`config.mk`:
```
export PLATFORM = sky130hd
export DESIGN_NAME = mux2_rr_arbiter
export DESIGN_NICKNAME = d
export VERILOG_FILES = /design/src/rtl/mux2_arb_pkg.sv /design/src/rtl/mux2_arb_grant.sv /design/src/rtl/mux2_rr_arbiter.sv
export SDC_FILE = /design/constraint.sdc
export NUM_CORES = 1
export LEC_CHECK = 0
export BUFFER_PORTS_ARGS = -buffer_cell sky130_fd_sc_hd__buf_2
export CAP_MARGIN = 20
export CELL_PAD_IN_SITES_DETAIL_PLACEMENT = 1
export CELL_PAD_IN_SITES_GLOBAL_PLACEMENT = 1
export CORE_UTILIZATION = 24
export DETAILED_ROUTE_END_ITERATION = 8
export GPL_TIMING_DRIVEN = 0
export PLACE_DENSITY_LB_ADDON = 0.1
export REMOVE_ABC_BUFFERS = 1
export SLEW_MARGIN = 20
export SYNTH_ARGS = -nofsm -noshare
export SYNTH_HDL_FRONTEND = slang
export SYNTH_SLANG_ARGS = --single-unit
```
`constraint.sdc`:
```
create_clock -name clk -period 0.92 [get_ports clk]
set_input_delay 0.138 -clock clk [delete_from_list [all_inputs] [get_ports clk]]
set_output_delay 0.138 -clock clk [all_outputs]
set_load 0.005 [all_outputs]
```
`src/rtl/mux2_arb_pkg.sv`:
```
// Shared types and constants for the two-input round-robin arbiter in front of the 2:1 data mux.
package mux2_arb_pkg;

    typedef logic sel_t;

    localparam sel_t SEL_IN0        = 1'b0;
    localparam sel_t SEL_IN1        = 1'b1;
    localparam sel_t RST_LAST_GRANT = SEL_IN1;

    // Round-robin successor: on contention the source that did not win last time goes next.
    function automatic sel_t rr_next(input sel_t last_grant);
        return sel_t'(~last_grant);
    endfunction

endpackage

```
`src/rtl/mux2_arb_grant.sv`:
```
// Combinational grant decision for two requesters with round-robin tie-break and optional packet lock.
module mux2_arb_grant
    import mux2_arb_pkg::*;
(
    input  logic in0_valid,
    input  logic in1_valid,
    input  sel_t last_grant,
    input  logic lock,
    output sel_t grant,
    output logic any_valid
);

    // Pick a source; while a packet is open the previous winner keeps the mux.
    always_comb begin
        grant     = SEL_IN0;
        any_valid = 1'b0;
        if (lock) begin
            grant     = last_grant;
            any_valid = (last_grant == SEL_IN1) ? in1_valid : in0_valid;
        end else begin
            case ({in1_valid, in0_valid})
                2'b11: begin
                    grant     = rr_next(last_grant);
                    any_valid = 1'b1;
                end
                2'b01: begin
                    grant     = SEL_IN0;
                    any_valid = 1'b1;
                end
                2'b10: begin
                    grant     = SEL_IN1;
                    any_valid = 1'b1;
                end
                default: begin
                    grant     = SEL_IN0;
                    any_valid = 1'b0;
                end
            endcase
        end
    end

endmodule

```
`src/rtl/mux2_rr_arbiter.sv`:
```
// Round-robin arbiter for two valid/ready streams feeding a registered one-entry output stage with select.
// Optional packet locking (in*_last / out_last) is enabled by defining MUX2_ARB_PKT_LOCK_EN.
module mux2_rr_arbiter
    import mux2_arb_pkg::*;
#(
    parameter int WIDTH = 8
) (
    input  logic             clk,
    input  logic             rst,
    input  logic             in0_valid,
    output logic             in0_ready,
    input  logic [WIDTH-1:0] in0_data,
    input  logic             in1_valid,
    output logic             in1_ready,
    input  logic [WIDTH-1:0] in1_data,
    output logic             out_valid,
    input  logic             out_ready,
    output logic [WIDTH-1:0] out_data,
`ifdef MUX2_ARB_PKT_LOCK_EN
    input  logic             in0_last,
    input  logic             in1_last,
    output logic             out_last,
`endif
    output logic             out_sel
);

    logic             out_valid_q, out_valid_d;
    logic [WIDTH-1:0] out_data_q,  out_data_d;
    sel_t             out_sel_q,   out_sel_d;
    sel_t             last_grant_q, last_grant_d;
    logic             load_s;
    logic             xfer_s;
    logic             lock_s;
    logic             any_valid_s;
    sel_t             grant_s;

`ifdef MUX2_ARB_PKT_LOCK_EN
    logic             out_last_q, out_last_d;
    logic             lock_q,     lock_d;
    logic             grant_last_s;

    assign lock_s       = lock_q;
    assign grant_last_s = (grant_s == SEL_IN1) ? in1_last : in0_last;
    assign out_last     = out_last_q;
`else
    assign lock_s = 1'b0;
`endif

    mux2_arb_grant u_grant (
        .in0_valid  (in0_valid),
        .in1_valid  (in1_valid),
        .last_grant (last_grant_q),
        .lock       (lock_s),
        .grant      (grant_s),
        .any_valid  (any_valid_s)
    );

    // The output stage can take a new beat when empty or being drained this cycle.
    assign load_s    = !out_valid_q || out_ready;
    assign xfer_s    = load_s && any_valid_s;
    assign in0_ready = load_s && in0_valid && (grant_s == SEL_IN0);
    assign in1_ready = load_s && in1_valid && (grant_s == SEL_IN1);

    assign out_valid = out_valid_q;
    assign out_data  = out_data_q;
    assign out_sel   = out_sel_q;

    // Next-state for the output register, round-robin pointer and packet lock.
    always_comb begin
        out_valid_d  = out_valid_q;
        out_data_d   = out_data_q;
        out_sel_d    = out_sel_q;
        last_grant_d = last_grant_q;
`ifdef MUX2_ARB_PKT_LOCK_EN
        out_last_d   = out_last_q;
        lock_d       = lock_q;
`endif
        if (xfer_s) begin
            out_valid_d  = 1'b1;
            out_data_d   = (grant_s == SEL_IN1) ? in1_data : in0_data;
            out_sel_d    = grant_s;
            last_grant_d = grant_s;
`ifdef MUX2_ARB_PKT_LOCK_EN
            out_last_d   = grant_last_s;
            lock_d       = !grant_last_s;
`endif
        end else if (load_s) begin
            out_valid_d = 1'b0;
        end else begin
            out_valid_d = out_valid_q;
        end
    end

    // State registers with synchronous reset; a reset drops any held beat.
    always_ff @(posedge clk) begin
        if (rst) begin
            out_valid_q  <= 1'b0;
            out_data_q   <= {WIDTH{1'b0}};
            out_sel_q    <= SEL_IN0;
            last_grant_q <= RST_LAST_GRANT;
`ifdef MUX2_ARB_PKT_LOCK_EN
            out_last_q   <= 1'b0;
            lock_q       <= 1'b0;
`endif
        end else begin
            out_valid_q  <= out_valid_d;
            out_data_q   <= out_data_d;
            out_sel_q    <= out_sel_d;
            last_grant_q <= last_grant_d;
`ifdef MUX2_ARB_PKT_LOCK_EN
            out_last_q   <= out_last_d;
            lock_q       <= lock_d;
`endif
        end
    end

endmodule

```
# Yosys cells after proc, flatten, opt, wreduce, memory -nomap -nowiden
# Index checks and enable logic that the tools add are counted.
# word_totals
register_bits,11
out_inout_bits,12
elab_cells,23
# classes
eq_ne,3
mux,5
bitwise_logic,2
n_reduce_logical,9
# op_table
operator,count
$mux W8,1
$logic_and A1 B1 Y1,5
$eq A2 B2 Y1 const B,2
$mux W1,3
$reduce_or A3 Y1,1
$eq A2 B1 Y1 const B,1
$not A1 Y1,2
$pmux W1 S2,1
$reduce_bool A2 Y1,1
$logic_not A1 Y1,1
$logic_or A1 B1 Y1,1

# Longest topological paths before layout
# depth
ltp_word,5
ltp_mapped,4

# Hierarchy
# A second synthesis with hierarchy kept.
# hier_totals
cells_unflattened,57
hier_area_um2,594.3
# modules_own_cells
mod,instances,cells_per_inst,area_per_inst_um2,seq_area_each_um2
mux2_rr_arbiter,1,52,556.8,220.2
mux2_arb_grant,1,5,37.5,0.0

# Least setup slack after synthesis
# Ideal clock, no wire load.
# synth_timing
kind,register -> register
from,"reg out_valid_q, in the netlist out_valid"
to,reg last_grant_q
setup_ns,0.122
arrival_time_ns,0.879
required_ns,0.798
setup_slack_ns,-0.081
stages_incl_launch_ff,4
n_path_buf,1
period_less_slack_ns,1.001
cell_sequence,dfxtp_1 > nand2b_1 > buf_4 > a221o_1
# synth_between
elab_chain_cells,3
# synth_lines
element,line_no,rtl
"start, declared",mux2_rr_arbiter.sv:27,"logic out_valid_q, out_valid_d;"
"start signal, assigned",mux2_rr_arbiter.sv:106,out_valid_q <= out_valid_d;
$logic_not A1 Y1,mux2_rr_arbiter.sv:59,assign load_s = !out_valid_q || out_ready;
$logic_or A1 B1 Y1,mux2_rr_arbiter.sv:59,
$logic_and A1 B1 Y1,mux2_rr_arbiter.sv:60,assign xfer_s = load_s && any_valid_s;
"end signal, assigned",mux2_rr_arbiter.sv:109,last_grant_q <= last_grant_d;
"end, declared",mux2_rr_arbiter.sv:30,"sel_t last_grant_q, last_grant_d;"
# Every way passes these cells.
# A chain may end at the register's enable or synchronous reset.

# Final worst setup path
# layout_timing
from,reg last_grant_q
to,out in1_ready
# layout_between
elab_chain_cells,3
# layout_lines
element,line_no,rtl
$not A1 Y1,mux2_arb_pkg.sv:12,return sel_t'(~last_grant);
$pmux W1 S2,mux2_arb_grant.sv:21,"case ({in1_valid, in0_valid})"
$logic_and A1 B1 Y1,mux2_rr_arbiter.sv:62,assign in1_ready = load_s && in1_valid && (grant_s == SEL_IN1);
"end, declared",mux2_rr_arbiter.sv:14,"output logic in1_ready,"
# Every way passes these cells.

==> impl_metrics.env <==
export IMPL_avgSynthCellArea_um2=8.38
export IMPL_antenna_found_initial=0
export IMPL_ctsHtreeMaxLevel=1
export IMPL_worst_pin_slew_ps=334
export IMPL_slowest_stage="dfxtp_4"
export IMPL_insertedDiodeCount=0
export IMPL_drt_pass1_iterations=4
export IMPL_synth_seq_cells=11
export IMPL_max_vdd_ir_drop_mv=0.817
export IMPL_critPathKind="flop to output port"
export IMPL_holdBufCountCts=0
export IMPL_grt_total_usage=0.159
export IMPL_die_area_mm2=0.00239
export IMPL_synth_fa_ha_area_frac=0
export IMPL_drive_gt1_frac=0.539
export IMPL_vias=612
export IMPL_fin_worst_skew_ps=6.35
export IMPL_cpPeakStageDelay_ps=360
export IMPL_holdWs_ps=115
export IMPL_violations="negative setup slack"
export IMPL_yosysSeqAreaShare=0.417
export IMPL_synth_compound_area_frac=0.310
export IMPL_worstSetupStartpointType="flop"
export IMPL_drc=0
export IMPL_r2r_setup_slack_ps=-230
export IMPL_use_met1=0.178
export IMPL_drtIter0Drc=5
export IMPL_wl_per_cell_um=13.4
export IMPL_fin_crit_sh=1.29
export IMPL_reg2reg_to="out_data[4]"
export IMPL_clock_sinks=11
export IMPL_synth_top_family_by_area="compound AO/OA/AOI/OAI gates"
export IMPL_cp_data_arrival_time_ps=1050
export IMPL_nets=124
export IMPL_synth_area_mux_share=0
export IMPL_whs_endpoint="out_data[1]"
export IMPL_ys_types=17
export IMPL_clk_path_buf_depth=2
export IMPL_crit_fanout=4
export IMPL_endpoint_kind="output port"
export IMPL_numCtsBuffers=3
export IMPL_clkTransAtPathRegs_ps=80
export IMPL_cts_tree="built"
export IMPL_path_cells="a21boi_4, nand2_2, inv_2, buf_2"
export IMPL_first_global_vias=604
export IMPL_yosys_area_share_simple=0.201
export IMPL_syn_to_final_growth_pct=55.9
export IMPL_pin_count=33
export IMPL_grt_util_met3=0.0561
export IMPL_finalSetupViolations=13
export IMPL_grt_overflow=0
export IMPL_relSlewSlack=0.777
export IMPL_required_ps=780
export IMPL_clkLatencyLatePin_ps=280
export IMPL_fmax_ghz=0.845
export IMPL_hpwl_um=1130
export IMPL_drtAntennaViolNets=0
export IMPL_outcome="finished, violations left"
export IMPL_grt_max_degree=12
export IMPL_hold_depth=3
export IMPL_rsz0062_at_grt="true"
export IMPL_cts_root_buf="clkbuf_4"
export IMPL_dieWidth_um=48.9
export IMPL_start_util=0.261
export IMPL_post_route_util=0.407
export IMPL_min_delay_start="in0_data[1]"
export IMPL_top_usage_layer="met2"
export IMPL_r2r_start="last_grant_q"
export IMPL_hold_class="input pin to flop"
export IMPL_yosysWarnings=0
export IMPL_placeableCoreArea_mm2=0.00202
export IMPL_portBuffers=32
export IMPL_maxCapViolations=0
export IMPL_netlist_area_um2=528
export IMPL_drt_total_wl_um=1740
export IMPL_syn_inst=63
export IMPL_synth_xor_area_share=0
export IMPL_leakage_nw=0.397
export IMPL_num_rows=16
export IMPL_final_setup_worst_slack_ps=-264
export IMPL_grt_pass1_wl_um=2770
export IMPL_via_per_inst=4.74
export IMPL_powerDensity_mw_per_mm2=1450
export IMPL_use_met2=0.275
export IMPL_finalHoldViolations=0
export IMPL_nFillCells=253
export IMPL_slew_violations=0
export IMPL_final_min_clock_period_ps=1180
export IMPL_gp_congestion=0.643
export IMPL_reg2regPathDepth=4
export IMPL_die_h_um=48.9
-- cell families (layout without fill, tap and decap cells) --
group | Yosys count | after routing
buffers and inverters | 5 | 44
AO/OA/AOI/OAI | 22 | 22
AND/OR/NAND/NOR | 25 | 25
flip-flops | 11 | 11
-- sequential cells by signal, summed over array words and instances (netlist names) --
name,flops
last_grant_q,1
out_valid,1
out_sel,1
out_data,8
-- what timing repair did --
action / in CTS / in global routing
setup buffers: 4 / 2
pin swaps: 3 / 4
gates cloned: 1 / 0
resized for setup: 8 / 12
endpoints found under the hold margin: 0 / 0
endpoints found under the setup margin: 13 / 14
-- cell type report --
cell class / instances / area (um2) / share of cell area
Clock buffer: 3 / 22.5 / 0.0274
Clock inverter: 1 / 5.00 / 0.00608
Inverter: 1 / 3.75 / 0.00456
Multi-Input combinational cell: 47 / 305 / 0.371
Sequential cell: 11 / 229 / 0.278
Tap cell: 27 / 33.8 / 0.0410
Timing Repair Buffer: 39 / 224 / 0.272
-- power by group --
group	leakage (nW)	internal, W	switching [W]
Clock	0.0177	0.000161	0.000185
Sequential	0.0924	0.000520	0.0000259
Combinational	0.287	0.000158	0.000145
Total	0.397	0.000839	0.000357
-- synthesized netlist by cell type --
cell type,number,share of area
nor2b_1,2,0.024
a311oi_1,8,0.13
a21boi_4,1,0.036
nor2_1,2,0.014
nand2b_1,1,0.012
dfxtp_1,11,0.42
a21bo_1,1,0.019
or2_1,1,0.012
nor2_2,1,0.012
a21oi_1,10,0.095
nand2_1,18,0.13
o21ai_0,1,0.0095
clkbuf_1,1,0.0071
a221o_1,1,0.019
buf_6,2,0.043
inv_1,1,0.0071
buf_4,1,0.014
-- stage by stage --
step | setup slack [ps] | setup TNS (ps) | instance area, um2 | total power [W] | std cells
global placement | -341 | -2500 | 688 | 0.000793 | 118
finish | -264 | -1970 | 823 | 0.00120 | 129
detailed placement | -369 | -2760 | 688 | 0.000798 | 118
CTS | -288 | -1820 | 772 | 0.00117 | 127
global route | -320 | -2760 | 823 | 0.00127 | 129
floorplan | -191 | -614 | 494 | 0.000669 | 59
-- cell usage in the layout (no fill, tap or decap), drive strengths merged --
| cell type | instances |
|---|---|
| nand2b | 1 |
| buf | 39 |
| or2 | 1 |
| nor2b | 2 |
| a311oi | 8 |
| a21oi | 10 |
| clkbuf | 3 |
| a21bo | 1 |
| a21boi | 1 |
| clkinv | 1 |
| nor2 | 3 |
| o21ai | 1 |
| a221o | 1 |
| dfxtp | 11 |
| nand2 | 18 |
| inv | 1 |
-- worst max-delay path: cells and delay by family (launching register included) --
kind / cells / cell delay [ps]
AO/OA/AOI/OAI: 1 / 180
buffers and inverters: 2 / 130
flip-flops: 1 / 360
AND/OR/NAND/NOR: 1 / 90
-- how the worst max path moves through the flow --
stage | from | end | slack, ps | cells after the start
final | last_grant_q | in1_ready | -260 | 4
after global routing | last_grant_q | out_data[4] | -320 | 4
after CTS | last_grant_q | in1_ready | -290 | 4
after detailed placement | out_valid | last_grant_q | -370 | 3
after global placement | out_valid | last_grant_q | -340 | 3
after floorplan | out_valid | last_grant_q | -190 | 3
-- metal layers --
layer / vias up / wire length (um)
met5: - / 0
met4: 0 / 22
met3: 2 / 86
met2: 21 / 907
met1: 283 / 719
li1: 306 / -
No activity file was read; power rests on OpenSTA's default activity.
